<file path="src/rtl/shift_add_mul_8.sv">
// 8-bit ripple adder used as the shared partial-product accumulator.
// Latency: combinational.
// Backpressure: none; pure function of its inputs.
module adder_8 (
    input  logic [7:0] a,
    input  logic [7:0] b,
    output logic [7:0] sum,
    output logic       cout
);

    assign {cout, sum} = {1'b0, a} + {1'b0, b};

endmodule

// Sequential 8x8 unsigned shift-add multiplier reusing one adder_8 per cycle.
// Latency: start accepted at E0, 8 iterations, done/product valid after E8 (9-cycle throughput).
// Backpressure: start is ignored while busy; accepted only in IDLE or DONE.
module shift_add_mul_8 (
    input  logic        clk,
    input  logic        rst_n,
    input  logic        start,
    input  logic [7:0]  a,
    input  logic [7:0]  b,
    output logic        busy,
    output logic        done,
    output logic [15:0] product,
    output logic        hi_nz
);

    typedef enum logic [1:0] {
        IDLE = 2'd0,
        RUN  = 2'd1,
        DONE = 2'd2
    } state_t;

    state_t      state_q;
    state_t      state_d;
    logic        accept;
    logic        last_iter;

    logic [7:0]  m_q;
    logic [7:0]  hi_q;
    logic [7:0]  lo_q;
    logic [2:0]  cnt_q;

    logic [7:0]  add_b;
    logic [7:0]  add_sum;
    logic        add_cout;
    logic [15:0] shifted;

    // Add the multiplicand when the current multiplier LSB is set, then shift right.
    assign add_b   = lo_q[0] ? m_q : 8'h00;
    assign shifted = {add_cout, add_sum, lo_q[7:1]};

    adder_8 u_adder (
        .a    (hi_q),
        .b    (add_b),
        .sum  (add_sum),
        .cout (add_cout)
    );

    assign last_iter = (cnt_q == 3'd7);

    always_ff @(posedge clk or negedge rst_n) begin
        if (!rst_n) begin
            state_q <= IDLE;
        end else begin
            state_q <= state_d;
        end
    end

    always_comb begin
        state_d = state_q;
        accept  = 1'b0;
        busy    = 1'b0;
        done    = 1'b0;
        case (state_q)
            IDLE: begin
                if (start) begin
                    accept  = 1'b1;
                    state_d = RUN;
                end
            end
            RUN: begin
                busy = 1'b1;
                if (last_iter) begin
                    state_d = DONE;
                end
            end
            DONE: begin
                done = 1'b1;
                if (start) begin
                    accept  = 1'b1;
                    state_d = RUN;
                end else begin
                    state_d = IDLE;
                end
            end
            default: begin
                state_d = IDLE;
            end
        endcase
    end

    always_ff @(posedge clk or negedge rst_n) begin
        if (!rst_n) begin
            m_q     <= 8'h00;
            hi_q    <= 8'h00;
            lo_q    <= 8'h00;
            cnt_q   <= 3'd0;
            product <= 16'h0000;
            hi_nz   <= 1'b0;
        end else if (accept) begin
            m_q   <= a;
            hi_q  <= 8'h00;
            lo_q  <= b;
            cnt_q <= 3'd0;
        end else if (state_q == RUN) begin
            hi_q  <= shifted[15:8];
            lo_q  <= shifted[7:0];
            cnt_q <= cnt_q + 3'd1;
            // Result registers only move on the final iteration so they hold steady otherwise.
            if (last_iter) begin
                product <= shifted;
                hi_nz   <= |shifted[15:8];
            end
        end
    end

endmodule

</file>
<file path="config.mk">
export PLATFORM = sky130hd
export DESIGN_NAME = shift_add_mul_8
export DESIGN_NICKNAME = d
export VERILOG_FILES = /design/src/rtl/shift_add_mul_8.sv
export SDC_FILE = /design/constraint.sdc
export NUM_CORES = 1
export LEC_CHECK = 0
export CAP_MARGIN = 25
export CORE_AREA = 2 2 73 75
export CTS_BUF_LIST = sky130_fd_sc_hd__clkbuf_16
export CTS_CLUSTER_DIAMETER = 120
export DETAILED_ROUTE_END_ITERATION = 12
export DIE_AREA = 0 0 75 77
export HOLD_SLACK_MARGIN = 0.03
export PLACE_DENSITY = 0.83
export SLEW_MARGIN = 40
export SYNTH_ARGS = -nofsm -noshare
export SYNTH_HDL_FRONTEND = slang
export SYNTH_SLANG_ARGS = --single-unit
</file>
<file path="constraint.sdc">
create_clock -name clk -period 2.6 [get_ports clk]
set_clock_uncertainty 0.05 [all_clocks]
set_input_delay 0.26 -clock clk [delete_from_list [all_inputs] [get_ports clk]]
set_output_delay 0.26 -clock clk [all_outputs]
set_load 0.03 [all_outputs]
</file>
## Word level (Yosys, flattened, before mapping)

Index checks and enable logic that the tools add are counted.

| storage, ports and cells | value |
|---|---|
| register bits | 46 |
| input port bits | 19 |
| output and inout bits | 19 |
| logic and storage cells | 36 |

| operators by class | value |
|---|---|
| add/subtract/negate cells | 2 |
| eq/ne operators | 5 |
| multiplexer cells | 15 |
| bitwise operators | 1 |
| reductions and logical operators | 6 |

Operators by type and width:

| operator | number |
|---|---|
| 8-bit two-way mux | 5 |
| 8-bit by 8-bit adder with 9-bit output | 1 |
| 8-bit OR reduction | 1 |
| 3-bit two-way mux | 2 |
| 2-bit case mux with 3 select lines | 1 |
| 1-bit two-way mux | 5 |
| 2-bit two-way mux | 2 |
| 2-bit != test, second input constant | 2 |
| 3-bit by 1-bit adder with 3-bit output, second input constant | 1 |
| 3-bit equality test, second input constant | 1 |
| 3-bit AND reduction | 1 |
| 2-bit by 1-bit equality test with 1-bit output, second input constant | 1 |
| 2-bit equality test, second input constant | 1 |
| 2-bit zero test | 1 |
| 2-bit AND reduction | 1 |
| 2-bit nonzero test | 1 |
| 2-bit OR reduction | 1 |
| 1-bit inverter | 1 |

## Depth between registers and ports, before layout

| logic depth | value |
|---|---|
| depth in word-level cells | 5 |
| mapped depth | 8 |
| depth with buffers taken out | 8 |

## Cells and area by module

Synthesis repeated with hierarchy kept, for this count alone.

| unflattened totals | value |
|---|---|
| cells, all modules | 199 |
| area total of the unflattened synthesis | 2219.6 um2 |

By module, submodules not included:

| module | instances | cells an instance | area each (um2) | seq. area each (um2) |
|---|---|---|---|---|
| shift_add_mul_8 | 1 | 157 | 1895.6 | 1151.1 |
| adder_8 | 1 | 42 | 324.1 | 0.0 |

## Worst setup path after synthesis

OpenSTA, ideal clock, no wires.

| path | value |
|---|---|
| path type | flip-flop to flip-flop |
| start point | register lo_q[0] |
| end point | register hi_nz |
| library setup time | 0.126 ns |
| arrival time | 2.480 ns |
| data required time | 2.424 ns |
| path slack | -0.056 ns |
| stages on the path, launching flop included | 9 |
| buffers on the path | 0 |
| period minus slack after synthesis | 2.656 ns |
| cells stage by stage | dfrtp_1 -> and2_1 -> ha_1 -> fa_1 -> a21o_1 -> a221oi_2 -> xnor2_1 -> or4_1 -> o32a_1 |

| on the way | value |
|---|---|
| longest elaborated chain between the ends | 3 |

Ends and longest elaborated chain:

| what | RTL line | source |
|---|---|---|
| from (decl) | 43 | `logic [7:0] lo_q;` |
| from (signal assigned) | 120 | `lo_q <= shifted[7:0];` |
| 8-bit two-way mux | 52 | `assign add_b = lo_q[0] ? m_q : 8'h00;` |
| 8-bit by 8-bit adder with 9-bit output | 11 | `assign {cout, sum} = {1'b0, a} + {1'b0, b};` |
| 8-bit OR reduction | 125 | `hi_nz <= \|shifted[15:8];` |
| to (signal assigned) | 125 |  |
| to (decl) | 27 | `output logic hi_nz` |

Every way passes these cells.
A chain may end at the register's enable or synchronous reset.

## Final worst setup path

Ends and elaborated chain as after synthesis.

==> summary.md <==
| Metric | Value |
|---|---|
| Synthesized area per cell | `12.2 um^2` |
| Row count | `26` |
| Initial Util | `44.0%` |
| Number of H-tree levels | `2` |
| Clk buf depth | `2` |
| EDFF count, synth | `0` |
| Routed Antenna Nets | `0` |
| Nets | `256` |
| Worst-path clk slew | `60 ps` |
| Die W | `75 um` |
| Total power | `4.14 mW` |
| Yosys top cell by area | `dfrtp_1` |
| Switch Pwr | `1.57 mW` |
| Crit. End Element | `flop` |
| Distinct cells, synth | `41` |
| Max Fanout on Critical Path | `2` |
| Worst EP required | `2720 ps` |
| CTS tree | `done` |
| Synth Instances | `179` |
| Routability cong. | `0.913` |
| DR iter-0 viols | `100` |
| Register area share after synthesis | `52.6%` |
| Core area | `4980 um^2` |
| Logic pwr share | `52.3%` |
| Dpl hpwl | `3.14 mm` |
| DR vias/cell | `5.17` |
| Fin crit share | `98.9%` |
| Status | `finished, final reports clean` |
| TritonCTS Buffers | `5` |
| Internal Power | `2.57 mW` |
| Synthesized area | `2190 um^2` |
| Vias in the first global route | `1,617` |
| Root buffer selected by CTS | `clkbuf_16` |
| Share of cells above drive strength 1 | `22.9%` |
| Clock Power Share | `16.9%` |
| Worst hold path type | `flop to flop` |
| Sequential power share | `30.8%` |
| Pins Over Slew Limit | `0` |
| Synth area leaders | `dfrtp_1 (53%), mux2_2 (12%), ha_1 (5.7%), nand2_1 (3.4%), a22o_1 (3.2%)` |
| MaxCap Viol Count | `0` |
| Clk_lat worst skew | `280 ps` |
| Die area | `5780 um^2` |
| Antenna violations before repair | `0` |
| Via count | `1,536` |
| Postcts setup bufs | `0` |
| Number of I/O port buffers | `37` |
| Synth warn | `0` |
| Top cell type's share of synthesized area | `52.6%` |
| Synth Flop Type | `dfrtp_1` |
| Critical Path AT | `2690 ps` |
| Maximum VDD drop | `0.783 mV` |
| Slowest-stage cell, CP | `or4_1` |
| Total global-route track usage | `17.4%` |
| Switching Share | `38.0%` |
| CP Launch Type | `flop` |
| Antenna cells | `0` |
| DP Area | `2680 um^2` |
| WS Path Type | `flop to flop` |
| Largest net degree at the start of global routing | `47` |
| Worst-Margin Slew | `663 ps` |
| Final critical-path required period | `2570 ps` |
| Fmax | `0.389 GHz` |
| First-pass GRT wire length | `7.62 mm` |
| Aggregate global routing overflow | `0` |
| Worst path cell trace | `and2_1 > ha_2 > fa_2 > a21o_1 > a221oi_2 > xnor2_1 > or4_1 > o32a_1` |
| WP buf/inv | `0` |
| Clock Sinks | `46` |
| Vert. Die Dim | `77 um` |
| Area growth, synth to finish | `30.9%` |
| FF+latch count, synth | `46` |
| RSZ-0062 raised after global routing | `true` |
| CP peak stage delay | `420 ps` |
| Leak pwr | `1.27 nW` |
| Worst rel slew slack | `55.8%` |
| Hold Violations, Final | `0` |
| Ys async rst share | `100%` |
| Crit path max-delay family | `compound AO/OA/AOI/OAI gates` |
| Syn_nets | `209` |
| Top Ports | `38` |
| Drt drc | `0` |
| Count of final setup violators | `0` |
| Routed WL per cell | `14.5 um` |
| Final wirelength | `4.32 mm` |
| TritonRoute pass-1 iters | `4` |
| Pwr per Cell Area | `1450 nW/um^2` |
| Final Instance Area | `2860 um^2` |
==> timing repair <==
item                                   4_1_cts  5_1_grt
hold buffers                                 1        0
gates resized for setup                      0        1
endpoints found under the hold margin       46        0
setup endpoints to repair                    0        1
==> registers in the layout, summed over array words and instances, names as in the netlist <==
| register | count |
|---|---|
| product | 16 |
| cnt_q | 3 |
| hi_nz | 1 |
| m_q | 8 |
| hi_q | 8 |
| lo_q | 8 |
| state_q | 2 |
==> cells in the mapped netlist (all sizes together), types with 2 or more instances <==
master,instances
dfrtp,46
mux2,23
nand2,20
ha,10
a22o,9
and2,9
o21ai,8
mux2i,5
a22oi,4
clkbuf,4
a21o,3
a21oi,3
buf,3
inv,3
nand2b,3
nor2b,3
xnor2,3
a221oi,2
nor2,2
==> per-layer routing <==
layer	part of all wire (%)	wire length, um	global-route usage (%)
met4	2.1	92	7.14
met3	3.4	149	4.60
met1	43	1860	21.9
met2	51	2220	27.9
met5	0	0	0
==> power groups by stage <==
stage               combinational (mW)  clock [mW]  sequential [mW]
global placement                  2.10           0             1.28
global route                      2.39       0.752             1.32
detailed placement                2.16           0             1.29
finish                            2.17       0.701             1.28
floorplan                         1.23           0             1.48
CTS                               2.18       0.717             1.28
==> final timing paths <==
kind,startpoint,cells past startpoint,slack [ps],end
setup / recovery,lo_q[0],8,30,hi_nz
hold / removal,cnt_q[0],1,450,cnt_q[0]
setup reg to reg,lo_q[0],8,30,hi_nz
hold reg to reg,cnt_q[0],1,450,cnt_q[0]
max in group asynchronous,rst_n,2,1650,m_q[7]
min in group asynchronous,rst_n,2,460,lo_q[1]
==> kinds of logic (layout without fill, tap and decap cells) <==
family / count (synthesis) / after routing / synth area share [%]
AND/OR/NAND/NOR: 44 / 44 / 10.5
multiplexers: 28 / 28 / 14.1
buffers and inverters: 10 / 58 / 2.11
adder cells (fa/ha/maj): 11 / 11 / 6.63
flip-flops: 46 / 46 / 52.6
AO/OA/AOI/OAI: 36 / 36 / 12.4
XOR/XNOR: 4 / 4 / 1.60
==> cell type report <==
cell class	count	area (um^2)
Fill cell	405	2110
Sequential cell	46	1150
Multi-Input combinational cell	123	1000
Timing Repair Buffer	47	445
Clock buffer	5	125
Tap cell	70	87.6
Clock inverter	3	41.3
Inverter	3	11.3
==> metrics by stage <==
step	utilization, %	setup slack, ps	hold WS, ps	TNS [ps]	cells
2_1_floorplan	-	84.3	-85.6	0	179
3_3_place_gp	53.8	105	423	0	288
3_5_place_dp	53.9	23.5	244	0	288
4_1_cts	57.5	4.63	447	0	297
5_1_grt	57.5	-126	478	-126	297
6_report	57.5	28.8	446	0	297
==> cell usage in the layout (no fill, tap or decap), drive strengths merged, types with 4 or more instances in the layout <==
cell type	synthesis	routed
and2	9	9
nand2	20	20
clkbuf	4	5
buf	3	10
inv	3	4
clkdlybuf4s50	0	36
a22oi	4	4
mux2i	5	5
a22o	9	9
mux2	23	23
o21ai	8	8
dfrtp	46	46
ha	10	10
(Power assumes the default switching activity.)
